===== config.mk =====
export PLATFORM = sky130hd
export DESIGN_NAME = vector3s_to_float
export DESIGN_NICKNAME = d
export VERILOG_FILES = /design/src/rtl/vector3s_to_float.sv
export SDC_FILE = /design/constraint.sdc
export NUM_CORES = 1
export LEC_CHECK = 0
export CAP_MARGIN = 15
export CORE_MARGIN = 3
export CORE_UTILIZATION = 55
export CTS_CLUSTER_SIZE = 25
export DETAILED_ROUTE_END_ITERATION = 10
export PLACE_DENSITY = 0.83
export SYNTH_ARGS = -nofsm -noshare
export SYNTH_HDL_FRONTEND = slang
export SYNTH_SLANG_ARGS = --single-unit

===== constraint.sdc =====
create_clock -name clk -period 4.8 [get_ports clk]
set_input_delay 0.48 -clock clk [delete_from_list [all_inputs] [get_ports clk]]
set_output_delay 0.48 -clock clk [all_outputs]
set_load 0.005 [all_outputs]

===== src/rtl/vector3s_to_float.sv =====
// Serial converter from three signed Q12.20 components to IEEE-754 binary32 words.
// A single normalizer handles x, y, z in turn; the leading-zero search moves one bit per cycle.
module vector3s_to_float (
    input  logic        clk,
    input  logic        rst_n,
    input  logic        in_valid,
    output logic        in_ready,
    input  logic [95:0] in_point,
    output logic        out_valid,
    input  logic        out_ready,
    output logic [31:0] out_x,
    output logic [31:0] out_y,
    output logic [31:0] out_z,
    output logic [2:0]  dbg_state_o
);

    typedef enum logic [2:0] {
        S_IDLE  = 3'd0,
        S_ABS   = 3'd1,
        S_SHIFT = 3'd2,
        S_PACK  = 3'd3,
        S_DONE  = 3'd4
    } state_e;

    // Handshake: a transfer happens on a rising edge where valid and ready are both 1;
    // in_ready is high only in IDLE, out_valid only in DONE, and both are registered.

    state_e      state_q;
    logic [95:0] point_q;
    logic [1:0]  comp_q;
    logic        sign_q;
    logic [31:0] mag_q;
    logic [4:0]  lz_q;
    logic [31:0] out_x_q, out_y_q, out_z_q;
    logic        in_ready_q, out_valid_q;

    logic [31:0] cur_comp;
    logic [31:0] abs_mag;
    logic        round_up;
    logic [23:0] mant_r;
    logic [7:0]  exp_w;
    logic [31:0] pack_word;

    always_comb begin
        cur_comp = point_q[31:0];
        case (comp_q)
            2'd0:    cur_comp = point_q[95:64];
            2'd1:    cur_comp = point_q[63:32];
            default: cur_comp = point_q[31:0];
        endcase
        // 0x80000000 negates to itself, which is the correct unsigned magnitude.
        abs_mag = cur_comp[31] ? (~cur_comp + 32'd1) : cur_comp;

        round_up  = mag_q[7] && ((|mag_q[6:0]) || mag_q[8]);
        mant_r    = {1'b0, mag_q[30:8]} + {23'd0, round_up};
        exp_w     = 8'd138 - {3'b000, lz_q} + {7'd0, mant_r[23]};
        pack_word = (mag_q == 32'd0) ? 32'd0 : {sign_q, exp_w, mant_r[22:0]};
    end

    always_ff @(posedge clk or negedge rst_n) begin
        if (!rst_n) begin
            state_q     <= S_IDLE;
            point_q     <= 96'd0;
            comp_q      <= 2'd0;
            sign_q      <= 1'b0;
            mag_q       <= 32'd0;
            lz_q        <= 5'd0;
            out_x_q     <= 32'd0;
            out_y_q     <= 32'd0;
            out_z_q     <= 32'd0;
            in_ready_q  <= 1'b1;
            out_valid_q <= 1'b0;
        end else begin
            case (state_q)
                S_IDLE: begin
                    if (in_valid && in_ready_q) begin
                        point_q    <= in_point;
                        comp_q     <= 2'd0;
                        in_ready_q <= 1'b0;
                        state_q    <= S_ABS;
                    end
                end
                S_ABS: begin
                    sign_q <= cur_comp[31];
                    mag_q  <= abs_mag;
                    lz_q   <= 5'd0;
                    // Already-normalized magnitudes skip SHIFT so it lasts exactly lz cycles.
                    if (abs_mag == 32'd0 || abs_mag[31]) begin
                        state_q <= S_PACK;
                    end else begin
                        state_q <= S_SHIFT;
                    end
                end
                S_SHIFT: begin
                    mag_q <= {mag_q[30:0], 1'b0};
                    lz_q  <= lz_q + 5'd1;
                    if (mag_q[30]) begin
                        state_q <= S_PACK;
                    end
                end
                S_PACK: begin
                    case (comp_q)
                        2'd0:    out_x_q <= pack_word;
                        2'd1:    out_y_q <= pack_word;
                        default: out_z_q <= pack_word;
                    endcase
                    if (comp_q == 2'd2) begin
                        out_valid_q <= 1'b1;
                        state_q     <= S_DONE;
                    end else begin
                        comp_q  <= comp_q + 2'd1;
                        state_q <= S_ABS;
                    end
                end
                S_DONE: begin
                    if (out_ready) begin
                        out_valid_q <= 1'b0;
                        in_ready_q  <= 1'b1;
                        state_q     <= S_IDLE;
                    end
                end
                default: begin
                    state_q     <= S_IDLE;
                    in_ready_q  <= 1'b1;
                    out_valid_q <= 1'b0;
                end
            endcase
        end
    end

    assign in_ready    = in_ready_q;
    assign out_valid   = out_valid_q;
    assign out_x       = out_x_q;
    assign out_y       = out_y_q;
    assign out_z       = out_z_q;
    assign dbg_state_o = state_q;

endmodule


==> impl_metrics.yaml <==
global_routing:
  grt_pass1_wl_um: 43500
  antenna_found_initial: 0
  grt_pass1_vias: 8383
  grt_max_degree: 150
  grt_overflow: 0
  grt_usage: 0.242
yosys:
  synthMuxAreaShare: 0.102
  synth_edf_count: 0
  ys_ff_latch: 237
  syn_avg_cell_area_sq_um: 10.9
  synth_adder_area_share: 0.00918
  yosysWarnings: 0
  synth-async-reset-ratio: 1.00
  synth_nets: 1111
  synth_simple_gate_area_frac: 0.111
  yosysUniqueCellTypes: 61
  synthFlopType: "dfrtp_1"
  synthCells: 1003
  syn_area_sq_um: 10900
  synth_compound_area_frac: 0.163
  seq_area_frac_synth: 0.544
  synth_top_family_by_area: "compound AO/OA/AOI/OAI gates"
  synth_xor_area_frac: 0.0426
clock_network:
  clkSinkCount: 237
  cts.repair.resized: 0
  clockRootBuffer: "clkbuf_16"
  postCtsSetupBuffers: 0
  clockBufferDepth: 3
  clk_latency_ns: 0.53
  tritoncts: "built"
  cts_max_level: 1
  cts_made_buffers: 25
  hold_buffers: 1
  cts.clk_slew.worst_paths_ns: 0.06
power_and_ir_drop:
  irDropWorstVdd_mv: 0.344
  seq_power_share: 0.356
  powerDensity_nw_per_um2: 622
  p_comb_frac: 0.414
  p_switching_mw: 3.28
  p_leak_nw: 6.09
  p_int_mw: 5.42
  p_sw_frac: 0.377
  p_total_mw: 8.69
  p_clk_frac: 0.230
floorplan:
  core_sq_um: 19100
  die-width_um: 147
  std_cell_rows: 50
  start_util: 0.571
  die_h_um: 147
  dieArea_sq_um: 21500
  pin_count: 201
setup_path:
  worstSetupPathType: "flip-flop to flip-flop"
  cp.required_ns: 5.26
  cp-end-kind: "flip-flop"
  path_max_fanout: 20
  startpoint_type: "flip-flop"
  r2r_cells: 12
  worstPathArrival_ns: 4.40
final_layout:
  layout.nets: 1288
  fill_cells: 1340
  final_cell_mix: "dfrtp_1 (236), clkdlybuf4s50_1 (199), o21ai_0 (137)"
  drive_gt1_frac: 0.150
  fin_cells: 1458
  n_antenna_cell: 0
  mostFrequentLayoutCell: "dfrtp_1"
  post-route-util: 0.732
  area_delta_synth_final_pct: 28.2
min_path:
  hold_path_depth: 2
  hp-class: "flip-flop to flip-flop"
timing:
  hold_ws_ns: 0.479
  slew-limit-headroom: 0.300
  final.min_clock_period_ns: 3.93
  fmax_mhz: 254
  finalSetupTns_ns: 0
  fin_crit_sh: 0.820
  hold_viol_final: 0
  setup_viol: 0
  drv_slew: 0
  tightest_slew_ns: 1.05
  fin_skew_ns: 0.0174
  grt_setup_unrepaired: "false"
route:
  vias: 8428
  first_pass_iters: 6
  drtIter0Drc: 640
  wire_per_inst_um: 18.2
  drc: 0
  ant_nets: 0
  viasPerCell: 5.78
  wl_um: 26500
outcome:
  status: "finished, final reports clean"
job:
  max_cap_viol_count: 0
place:
  io_buffers: 200
  place_inst: 1411
  dp_hpwl_um: 18600
  routabilityCongestion: 0.888
-- synthesized netlist by cell type (2+ instances only) --
cell type	count	share of area
o21ai_0	137	0.063
nor2_1	28	0.0096
a21oi_2	7	0.0056
dfrtp_1	236	0.54
buf_6	3	0.0031
nor3_1	10	0.0046
and4_1	2	0.0016
nor2b_1	2	0.0011
a22o_1	36	0.029
ha_1	8	0.0092
a31oi_1	9	0.0052
a21oi_1	38	0.017
xnor2_1	23	0.018
buf_2	7	0.0032
and2_1	6	0.0034
o31ai_1	3	0.0021
buf_1	6	0.0021
nand4_1	9	0.0052
a221o_1	2	0.0018
buf_4	2	0.0014
o21a_1	2	0.0014
nor3b_1	2	0.0014
xor2_1	30	0.024
clkbuf_1	43	0.015
nand3_1	19	0.0087
nand2b_1	7	0.0040
a41oi_1	2	0.0016
nand2_1	136	0.047
nor4_4	2	0.0039
inv_1	9	0.0031
and3_1	10	0.0057
a21o_1	5	0.0034
or2_2	3	0.0017
a22oi_1	29	0.020
a21oi_4	2	0.0030
nor4_1	6	0.0034
mux2_2	98	0.10
-- final cells by class --
cell class                      count  area (sq um)  share of cell area
Clock buffer                       35           723              0.0518
Tap cell                          260           325              0.0233
Sequential cell                   237          5930               0.424
Multi-Input combinational cell    696          4700               0.336
Inverter                            9          33.8             0.00242
Timing Repair Buffer              211          2120               0.151
Clock inverter                     10           143              0.0102
-- cell families after synthesis --
| kind of cell | Yosys count |
|---|---|
| mux | 99 |
| fa+ha+maj | 8 |
| compound gates | 284 |
| xor+xnor | 53 |
| buf+inv | 70 |
| flops | 237 |
| simple gates | 252 |
-- power by group through the flow --
stage          logic (mW)  registers [mW]  clock network, mW
2_1_floorplan        2.44            2.96                  0
3_3_place_gp         3.40            3.09                  0
3_5_place_dp         3.53            3.11                  0
4_1_cts              3.57            3.09               2.03
5_1_grt              3.92            3.17               2.13
6_report             3.59            3.10               2.00
-- routing by layer --
layer,up-vias,GRT usage,share of wire
met5,-,0,0
met4,0,0.0560,0.018
met3,42,0.0404,0.070
met2,334,0.390,0.48
met1,4103,0.347,0.43
li1,3949,-,-
-- per-stage QoR --
step | worst slack (ns) | cell area [sq um]
final | 0.866 | 14000
after global routing | 0.604 | 14000
after CTS | 0.884 | 14000
after detailed placement | 0.937 | 13100
after global placement | 1.23 | 13100
after floorplan | 1.71 | 10900
-- registers in the layout, summed over array words and instances, names as in the netlist --
name         flops
comp_q           2
dbg_state_o      3
in_ready         1
lz_q             5
mag_q           32
out_valid        1
out_x           32
out_y           32
out_z           32
point_q         96
sign_q           1
-- critical path, stage by stage (launching register included) --
cell       delay, ns
dfrtp_1         0.40
inv_1           0.09
ha_1            0.57
nor2_4          0.25
buf_4           0.29
a21oi_1         0.51
nand3_1         0.22
nor3_1          0.50
and2_1          0.22
a31oi_1         0.10
xnor2_1         0.19
a2111oi_2       0.35
a31o_1          0.18
-- worst paths after layout --
| path | from | endpoint | slack, ns |
|---|---|---|---|
| worst max register to register | comp_q[1] | dbg_state_o[0] | 0.87 |
| worst min register to register | out_z[2] | out_z[2] | 0.48 |
| min in group asynchronous | rst_n | out_y[11] | 0.54 |
| worst min-delay path | out_z[2] | out_z[2] | 0.48 |
| worst max-delay path | comp_q[1] | dbg_state_o[0] | 0.87 |
| max in group asynchronous | rst_n | point_q[69] | 3.01 |
(Power assumes the default switching activity.)
